### config.mk
export PLATFORM = sky130hd
export DESIGN_NAME = jericalla_fetch
export DESIGN_NICKNAME = d
export VERILOG_FILES = /design/src/rtl/jericalla_pkg.sv /design/src/rtl/instr_mem.sv /design/src/rtl/jericalla_fetch.sv
export SDC_FILE = /design/constraint.sdc
export NUM_CORES = 1
export LEC_CHECK = 0
export ABC_AREA = 1
export ABC_CLOCK_PERIOD_IN_PS = 4050
export CELL_PAD_IN_SITES_DETAIL_PLACEMENT = 1
export CELL_PAD_IN_SITES_GLOBAL_PLACEMENT = 1
export CORE_MARGIN = 2
export CORE_UTILIZATION = 52
export CTS_CLUSTER_SIZE = 12
export DETAILED_ROUTE_END_ITERATION = 12
export PLACE_DENSITY = 0.93
export SYNTH_ARGS = -nofsm -noshare
export SYNTH_HDL_FRONTEND = slang
export SYNTH_SLANG_ARGS = --single-unit
### constraint.sdc
create_clock -name clk -period 4.05 [get_ports clk]
set_clock_uncertainty 0.05 [all_clocks]
set_input_delay 0.405 -clock clk [delete_from_list [all_inputs] [get_ports clk]]
set_output_delay 0.405 -clock clk [all_outputs]
set_load 0.01 [all_outputs]
### src/rtl/jericalla_pkg.sv
// Shared constants and types for the jericalla instruction sequencer.
// Holds bus/buffer widths, instruction field positions and the fetch FSM state type.
package jericalla_pkg;

  localparam int unsigned INSTR_W = 17;
  localparam int unsigned DEPTH   = 16;
  localparam int unsigned ADDR_W  = 4;

  // Instruction field layout as consumed by the datapath.
  localparam int unsigned RAM_ADDR_MSB = 16;
  localparam int unsigned RAM_ADDR_LSB = 13;
  localparam int unsigned OP_MSB       = 12;
  localparam int unsigned OP_LSB       = 9;
  localparam int unsigned RS1_MSB      = 8;
  localparam int unsigned RS1_LSB      = 5;
  localparam int unsigned RS2_MSB      = 4;
  localparam int unsigned RS2_LSB      = 1;
  localparam int unsigned WEN_BIT      = 0;

  typedef enum logic [1:0] {
    IDLE = 2'd0,
    RUN  = 2'd1,
    DONE = 2'd2
  } fetch_state_t;

endpackage

### src/rtl/instr_mem.sv
// Program buffer: DEPTH x INSTR_W storage, one synchronous write port and one
// asynchronous read port. Contents are deliberately not reset.
// Ports:
//   clk         clock
//   wr_en       write strobe
//   wr_addr     write address
//   wr_data     data written at the rising edge
//   rd_addr     read address
//   rd_data     combinational read data
module instr_mem
  import jericalla_pkg::*;
(
  input  logic               clk,
  input  logic               wr_en,
  input  logic [ADDR_W-1:0]  wr_addr,
  input  logic [INSTR_W-1:0] wr_data,
  input  logic [ADDR_W-1:0]  rd_addr,
  output logic [INSTR_W-1:0] rd_data
);

  logic [INSTR_W-1:0] mem [DEPTH];

  // Write port.
  always_ff @(posedge clk) begin
    if (wr_en) begin
      mem[wr_addr] <= wr_data;
    end
  end

  // Read port.
  assign rd_data = mem[rd_addr];

endmodule

### src/rtl/jericalla_fetch.sv
// Instruction sequencer feeding the jericalla datapath. Programs are loaded into
// a 16-entry buffer, then issued one per clock from address 0 to a latched last
// address, with optional early halt on the datapath's ZF flag.
// Ports:
//   clk, reset      clock and synchronous active-high reset
//   load_en/addr/data  program buffer write port (dropped while running)
//   load_err        one-cycle pulse when a load was dropped during RUN
//   start, stop     begin at address 0 / abort execution
//   last_addr       final address to execute (latched on start)
//   halt_on_zf      enable ZF early halt (latched on start)
//   zf_in           ZF from the datapath for the issued instruction
//   instruction     registered instruction bus, zero when not valid
//   instr_valid     instruction holds a live issued instruction
//   pc              address of the next instruction to fetch
//   busy, done      state decodes (RUN, DONE)
module jericalla_fetch
  import jericalla_pkg::*;
(
  input  logic               clk,
  input  logic               reset,
  input  logic               load_en,
  input  logic [ADDR_W-1:0]  load_addr,
  input  logic [INSTR_W-1:0] load_data,
  output logic               load_err,
  input  logic               start,
  input  logic               stop,
  input  logic [ADDR_W-1:0]  last_addr,
  input  logic               halt_on_zf,
  input  logic               zf_in,
  output logic [INSTR_W-1:0] instruction,
  output logic               instr_valid,
  output logic [ADDR_W-1:0]  pc,
  output logic               busy,
  output logic               done
);

  fetch_state_t       state, state_n;
  logic [ADDR_W-1:0]  pc_n;
  logic [INSTR_W-1:0] instr_n;
  logic               valid_n;
  logic [ADDR_W-1:0]  last_q, last_n;
  logic               hz_q, hz_n;
  logic               load_err_n;
  logic               mem_we;
  logic [INSTR_W-1:0] mem_rd;

  instr_mem u_mem (
    .clk     (clk),
    .wr_en   (mem_we),
    .wr_addr (load_addr),
    .wr_data (load_data),
    .rd_addr (pc),
    .rd_data (mem_rd)
  );

  // State and datapath registers.
  always_ff @(posedge clk) begin
    if (reset) begin
      state       <= IDLE;
      pc          <= '0;
      instruction <= '0;
      instr_valid <= 1'b0;
      last_q      <= '0;
      hz_q        <= 1'b0;
      load_err    <= 1'b0;
    end else begin
      state       <= state_n;
      pc          <= pc_n;
      instruction <= instr_n;
      instr_valid <= valid_n;
      last_q      <= last_n;
      hz_q        <= hz_n;
      load_err    <= load_err_n;
    end
  end

  // Next-state and next-register logic.
  always_comb begin
    state_n    = state;
    pc_n       = pc;
    instr_n    = instruction;
    valid_n    = instr_valid;
    last_n     = last_q;
    hz_n       = hz_q;
    load_err_n = 1'b0;
    mem_we     = 1'b0;

    case (state)
      IDLE, DONE: begin
        // Bus is cleared one edge after the final issue so wEn never lingers.
        instr_n = '0;
        valid_n = 1'b0;
        mem_we  = load_en;
        if (start && !stop) begin
          state_n = RUN;
          pc_n    = '0;
          last_n  = last_addr;
          hz_n    = halt_on_zf;
        end
      end
      RUN: begin
        load_err_n = load_en;
        if (stop) begin
          state_n = IDLE;
          instr_n = '0;
          valid_n = 1'b0;
        end else if (hz_q && instr_valid && zf_in) begin
          state_n = DONE;
          instr_n = '0;
          valid_n = 1'b0;
        end else begin
          instr_n = mem_rd;
          valid_n = 1'b1;
          if (pc == last_q) begin
            state_n = DONE;
          end else begin
            pc_n = pc + ADDR_W'(1);
          end
        end
      end
      default: begin
        state_n = IDLE;
        instr_n = '0;
        valid_n = 1'b0;
      end
    endcase
  end

  assign busy = (state == RUN);
  assign done = (state == DONE);

endmodule

==> run summary, run 1 <==
### Timing
• 353 MHz — Fmax
• 0 — final setup violating endpoints
• 1200 ps — transition time of the tightest slew-check pin
• 0 ps — setup TNS
• 0.202 — headroom to the max-slew limit
• 0 — endpoints failing hold
• 0 — count of pins over their slew limit
• 2840 ps — minimum period implied by the final worst setup slack
• no — unrepaired setup endpoints after global routing
• 0.700 — fin crit share

### GRT
• 0 — number of antenna violations at the first check in global routing
• 56.2 mm — global-route wire length before repair
• 9167 — vias in the first global route
• 0.316 — All-Layer GR Usage
• 0 — total congestion overflow after global routing
• 79 — pin count of the biggest net entering global routing

### Run
• 0 — Max Cap Violations

### Routing
• 6 — Detailed Routing Iterations Pass 1
• 961 — initial drt markers
• 27.1 um — Routed wire per std cell
• 37.4 mm — final wirelength
• 8618 — total via count in the routed design
• 6.25 — vias per cell
• 0 — Antenna Violating Nets Remaining
• 0 — DRC Markers

### Critical path
• flip-flop — crit path launch type
• 1210 ps — setup slack of the worst register-to-register path
• flip-flop — Crit. End Element
• instruction[8] — end of the worst register-to-register path
• 3210 ps — arrival time at the worst endpoint
• flip-flop to flip-flop — critical path type
• 8 — number of cells on the worst reg-to-reg path
• 4430 ps — Worst EP required
• pc[0] — r2r startpoint
• 68 — crit path max fanout

### Pwr
• 6.84 mW — total power
• 0.508 — power share of the sequential group
• 5.23 mW — Pint
• 497 mW/mm^2 — power density of the placed cells
• 0.081 — combinational group share of total power
• 1.61 mW — switching power summed over all nets
• 377 uV — Worst IR Drop VDD
• 0.411 — Clk network pwr share
• 4.66 nW — static leakage power
• 0.235 — switching part of the total power

### Yosys
• 0.0120 mm^2 — Post-Synthesis Cell Area
• edfxtp_1 — dominant cell type by area after synthesis
• 0.00104 — adder and majority gate portion of the synthesized area
• 1063 — net count after synthesis
• 0.731 — sequential cell area fraction in the yosys report
• 0.000730 — XOR/XNOR Fraction of Synth Area
• edfxtp_1, nor2_1, dfxtp_1, o21ai_0, nand2_1 — largest cells by area after synthesis
• edfxtp_1, nor2_1, nand2_1 — most instantiated cells after synthesis
• 11.6 um^2 — mean cell area of the mapped netlist
• 0 — Ys Warns
• simple AND/OR/NAND/NOR gates — main combinational cell family by area after synthesis
• 0 — Async S/R FF share, synth
• edfxtp_1 — ys flop type
• 1030 — Post-Synthesis Cells
• 0.152 — post-synthesis share of cell area spent on and, or, nand and nor gates
• 0.681 — share of the synthesized area in the top cell type
• 272 — EDFF count, synth
• edfxtp_1 — cell with the most instances after synthesis
• 0.0768 — Compound-Gate Fraction of Synth Area
• 302 — flop and latch count out of synthesis
• 23 — count of different cell masters after synthesis
• 0 — mux contribution to synthesized area

### Min path
• load_err — end of the worst hold path
• 3 — number of cells traversed by the worst hold path
• load_en — Hold Startpoint
• input port to flip-flop — class of the tightest hold or removal check

### Finish
• 0.0704 — layout cells sized above 1
• 1104 — Final #Nets
• 0 — Antenna Diode Count
• 1379 — Final Non-Filler Cells
• 14.7% — area added between synthesis and finish

### Clock tree
• 0 — count of buffers added by post-CTS timing repair for setup
• 560 ps — later-pin clock latency in the skew report
• clkbuf_16 — clock tree root driver cell
• 31 — CTS Buf Count
• 3 — buffer depth of the longest clock path
• 302 — TritonCTS Sinks
• 60 ps — Reg clk slew, reported paths
• 1 — number of H-tree branching levels
• built — clock tree from TritonCTS
• 0 — number of buffers inserted for hold repair after clock tree synthesis
• 0 — count of cells resized by post-cts repair

### Floorplanning
• 0.0226 mm^2 — area of the core
• 55 — Site Rows
• 57 — number of placed I/O pins
• 156 um — Die Y
• 0.530 — starting density of the core
• 0.0243 mm^2 — die footprint
• 156 um — width of the die

### Placement
• 0.871 — GP Congestion
• 1323 — placed cells
• 21.8 mm — DP Wirelength
• 56 — port buffer count

### Status
• completed — status

registers in the layout, summed over array words and instances (netlist names):
register and count:
instruction 17, pc 4, load_err 1, state 2, hz_q 1, instr_valid 1
u_mem.mem 272, last_q 4
per-layer routing:
metal	vias to the layer above	track usage	share of wire
li1	3660	-	-
met1	4329	0.394	0.37
met2	519	0.538	0.49
met3	110	0.0556	0.086
met4	0	0.155	0.047
met5	-	0	0
worst max-delay path: stages (launching register included):
cell and delay [ps]:
dfxtp_4 770, inv_2 530, buf_12 360, nor2_1 150, nor2_1 50, o21ai_0 160, nand3_1 150, a21oi_1 310
nor2_1 120
power groups by stage:
stage                     logic, mW  registers (mW)  clock network, mW
final                         0.555            3.47               2.81
after global routing          0.597            3.47               2.92
after CTS                     0.545            3.47               2.82
after detailed placement      0.530            3.54                  0
after global placement        0.489            3.53                  0
after floorplan               0.314            3.52                  0
worst max path at each step:
stage	depth (start not counted)	start	end
after global routing	8	pc[0]	instruction[8]
final	8	pc[0]	instruction[8]
after global placement	5	load_en	u_mem.mem[12][8]
after floorplan	4	load_en	u_mem.mem[12][0]
after CTS	8	pc[0]	instruction[8]
after detailed placement	5	load_en	u_mem.mem[11][8]
cell families after synthesis:
| logic type | after synthesis |
|---|---|
| AND/OR/NAND/NOR | 451 |
| AO/OA/AOI/OAI | 170 |
| buffers and inverters | 105 |
| adder cells (fa/ha/maj) | 1 |
| XOR/XNOR | 1 |
| flip-flops | 302 |
area by class of cell:
class | instances | area (um^2)
fillers | 2232 | 8890
flip-flops and latches | 302 | 8770
multi-input cells | 623 | 2810
clock buffers | 51 | 901
repair buffers | 66 | 661
well taps | 285 | 357
inverters | 47 | 176
clock inverters | 5 | 75.1
placed cells by master, fill, tap and decap left out, drive strengths merged:
master / count
and3: 1
clkbuf: 51
inv: 45
a21oi: 28
clkinv: 5
xnor2: 1
edfxtp: 272
nand2: 109
dfxtp: 30
ha: 1
nor3: 1
clkdlybuf4s50: 56
buf: 10
nor2: 263
o211ai: 28
o21ai: 114
bufinv: 2
nand3: 77
stage by stage:
step | hold WS [ps] | worst slack [ps] | util | cell area [um^2]
2_1_floorplan | 371 | 2100 | - | 12000
3_3_place_gp | 383 | 1270 | 0.564 | 12800
3_5_place_dp | 408 | 1130 | 0.564 | 12800
4_1_cts | 356 | 1320 | 0.607 | 13800
5_1_grt | 380 | 1110 | 0.607 | 13800
6_report | 361 | 1210 | 0.607 | 13800
Power figures use the tool's default switching activity.
==> run 2: changes to the inputs <==
--- a/config.mk
+++ b/config.mk
@@ -6,14 +6,14 @@
 export NUM_CORES = 1
 export LEC_CHECK = 0
 export ABC_AREA = 1
-export ABC_CLOCK_PERIOD_IN_PS = 4050
+export ABC_CLOCK_PERIOD_IN_PS = 2460
 export CELL_PAD_IN_SITES_DETAIL_PLACEMENT = 1
 export CELL_PAD_IN_SITES_GLOBAL_PLACEMENT = 1
 export CORE_MARGIN = 2
-export CORE_UTILIZATION = 52
+export CORE_UTILIZATION = 44
 export CTS_CLUSTER_SIZE = 12
 export DETAILED_ROUTE_END_ITERATION = 12
-export PLACE_DENSITY = 0.93
+export PLACE_DENSITY = 0.84
 export SYNTH_ARGS = -nofsm -noshare
 export SYNTH_HDL_FRONTEND = slang
 export SYNTH_SLANG_ARGS = --single-unit
==> constraint.sdc (replaced) <==
create_clock -name clk -period 2.46 [get_ports clk]
set_clock_uncertainty 0.05 [all_clocks]
set_input_delay 0.246 -clock clk [delete_from_list [all_inputs] [get_ports clk]]
set_output_delay 0.246 -clock clk [all_outputs]
set_load 0.01 [all_outputs]
==> run 2 against run 1 <==
  * Sequential power is 64% higher
  * Die area up 18%
  * Clock power rose by 54%
  * Critical endpoint is now pc[1]
  * Total power increased by 60%
  * Cell area up 2.9%
==> run summary, run 2 (synthesized netlist as in run 1, its figures left out) <==
### Timing
• 154 ps — worst-case setup margin in the final layout, -1060 ps
• 2310 ps — minimum period implied by the final worst setup slack
• 0 — count of pins over their slew limit, unchanged
• 0 — endpoints failing hold, unchanged
• 974 ps — transition time of the tightest slew-check pin, -222 ps
• 0 — final setup violating endpoints, unchanged
• no — unrepaired setup endpoints after global routing
• 217 ps — smallest hold slack, -143 ps
• 434 MHz — Fmax
• 0.348 — headroom to the max-slew limit, +0.147
• 0 ps — setup TNS, unchanged
• 0.937 — fin crit share

### Pwr
• 775 mW/mm^2 — power density of the placed cells, +56%
• 11.0 mW — total power, +60%
• 4.86 nW — static leakage power, +4.2%
• 786 uV — Worst IR Drop VDD, +110%

### Clock tree
• 3 — buffer depth of the longest clock path, unchanged
• 0 — count of buffers added by post-CTS timing repair for setup, unchanged
• clkbuf_16 — clock tree root driver cell
• 30 — CTS Buf Count, -3.2%
• built — clock tree from TritonCTS
• 60 ps — Reg clk slew, reported paths, about the same
• 1 — number of H-tree branching levels, unchanged
• 0 — count of cells resized by post-cts repair, unchanged
• 560 ps — later-pin clock latency in the skew report, about the same
• 302 — TritonCTS Sinks, unchanged
• 0 — number of buffers inserted for hold repair after clock tree synthesis, unchanged

### Min path
• load_en — Hold Startpoint
• input port to flip-flop — class of the tightest hold or removal check

### Placement
• 354 ps — pre-CTS setup slack, -772 ps
• 1422 — placed cells, +7.5%
• 56 — port buffer count, unchanged
• 0.798 — GP Congestion, -8.4%
• 0.0132 mm^2 — Cell Area, Placed, +3.6%
• 20.9 mm — DP Wirelength, -4.2%

### Floorplanning
• 60 — Site Rows, +9.1%
• 0.0269 mm^2 — area of the core, +19%
• 169 um — width of the die, +8.5%
• 0.0286 mm^2 — die footprint, +18%
• 0.446 — starting density of the core, -0.0835
• 57 — number of placed I/O pins, unchanged
• 169 um — Die Y, +8.5%

### Finish
• edfxtp_1, nor2_1, nand2_1 — most used cells in the layout excluding fill and tap cells
• 2778 — number of inserted filler cells in the final layout, +24%
• 0.526 — share of the core filled with cells in the final layout, -0.0809
• 0.0141 mm^2 — final design area excluding fillers, +2.9%
• u_mem.mem (272), instruction (17) — Largest regs
• 272 — number of flip-flops in the largest register, unchanged
• edfxtp_1 — most common cell after layout, fill and taps aside
• 0.101 — layout cells sized above 1, +0.0308
• 1146 — Final #Nets, +3.8%
• 0.00877 mm^2 — area used by sequential logic in the layout, unchanged
• 18.0% — area added between synthesis and finish
• 1478 — Final Non-Filler Cells, +7.2%
• 0 — Antenna Diode Count, unchanged
• u_mem.mem — register with the most flip-flops
• 0.00281 mm^2 — combined area of the multi-input logic cells, unchanged

### Routing
• 8291 — total via count in the routed design, -3.8%
• 778 — initial drt markers, -19%
• 5.61 — vias per cell, -10%
• 22.5 um — Routed wire per std cell, -17%
• 33.3 mm — final wirelength, -11%
• 5 — Detailed Routing Iterations Pass 1, -1
• 0 — DRC Markers, unchanged
• 0 — Antenna Violating Nets Remaining, unchanged

### Critical path
• 2160 ps — Worst EP required, -2270 ps
• 2010 ps — arrival time at the worst endpoint, -1200 ps
• pc[0] — r2r startpoint
• flip-flop — crit path launch type
• flip-flop to output port — critical path type
• pc[1] — launching element of the worst setup path
• 45 — crit path max fanout, -34%
• 480 ps — setup slack of the worst register-to-register path, -730 ps
• output port — Crit. End Element

### GRT
• 51.7 mm — global-route wire length before repair, -7.9%
• 0.238 — All-Layer GR Usage, -0.0785
• 69 — pin count of the biggest net entering global routing, -13%
• 0 — number of antenna violations at the first check in global routing, unchanged
• 8808 — vias in the first global route, -3.9%
• 0 — total congestion overflow after global routing, unchanged

### Run
• 0 — Max Cap Violations, unchanged

### Status
• completed — status

## run 2: area by class of cell
cell class	count	area share
clock buffer	53	0.0613
tap	341	0.0302
clock inverter	3	0.00363
timing repair buffer	109	0.0739
sequential	302	0.620
inverter	47	0.0125
multi-input combinational	623	0.198
## run 2: power breakdown
| part | switching [mW] | internal, mW |
|---|---|---|
| Combinational | 0.662 | 0.304 |
| Clock | 1.85 | 2.47 |
| Sequential | 0.0249 | 5.66 |
## run 2: final timing paths
kind | endpoint | depth (start not counted)
max reg2reg | instruction[15] | 9
min reg2reg | hz_q | 2
min | load_err | 3
max | pc[1] | 2
## run 2: layer usage
layer / track usage / part of all wire / wire [um]
met4: 0.0669 / 0.026 / 872
met2: 0.404 / 0.49 / 16500
met3: 0.0318 / 0.057 / 1890
met1: 0.323 / 0.42 / 14100
met5: 0 / 0 / 0
## run 2: critical path, cell delays in order (launching register included)
cell and delay (ps):
dfxtp_2 330, buf_4 460, clkdlybuf4s50_1 650
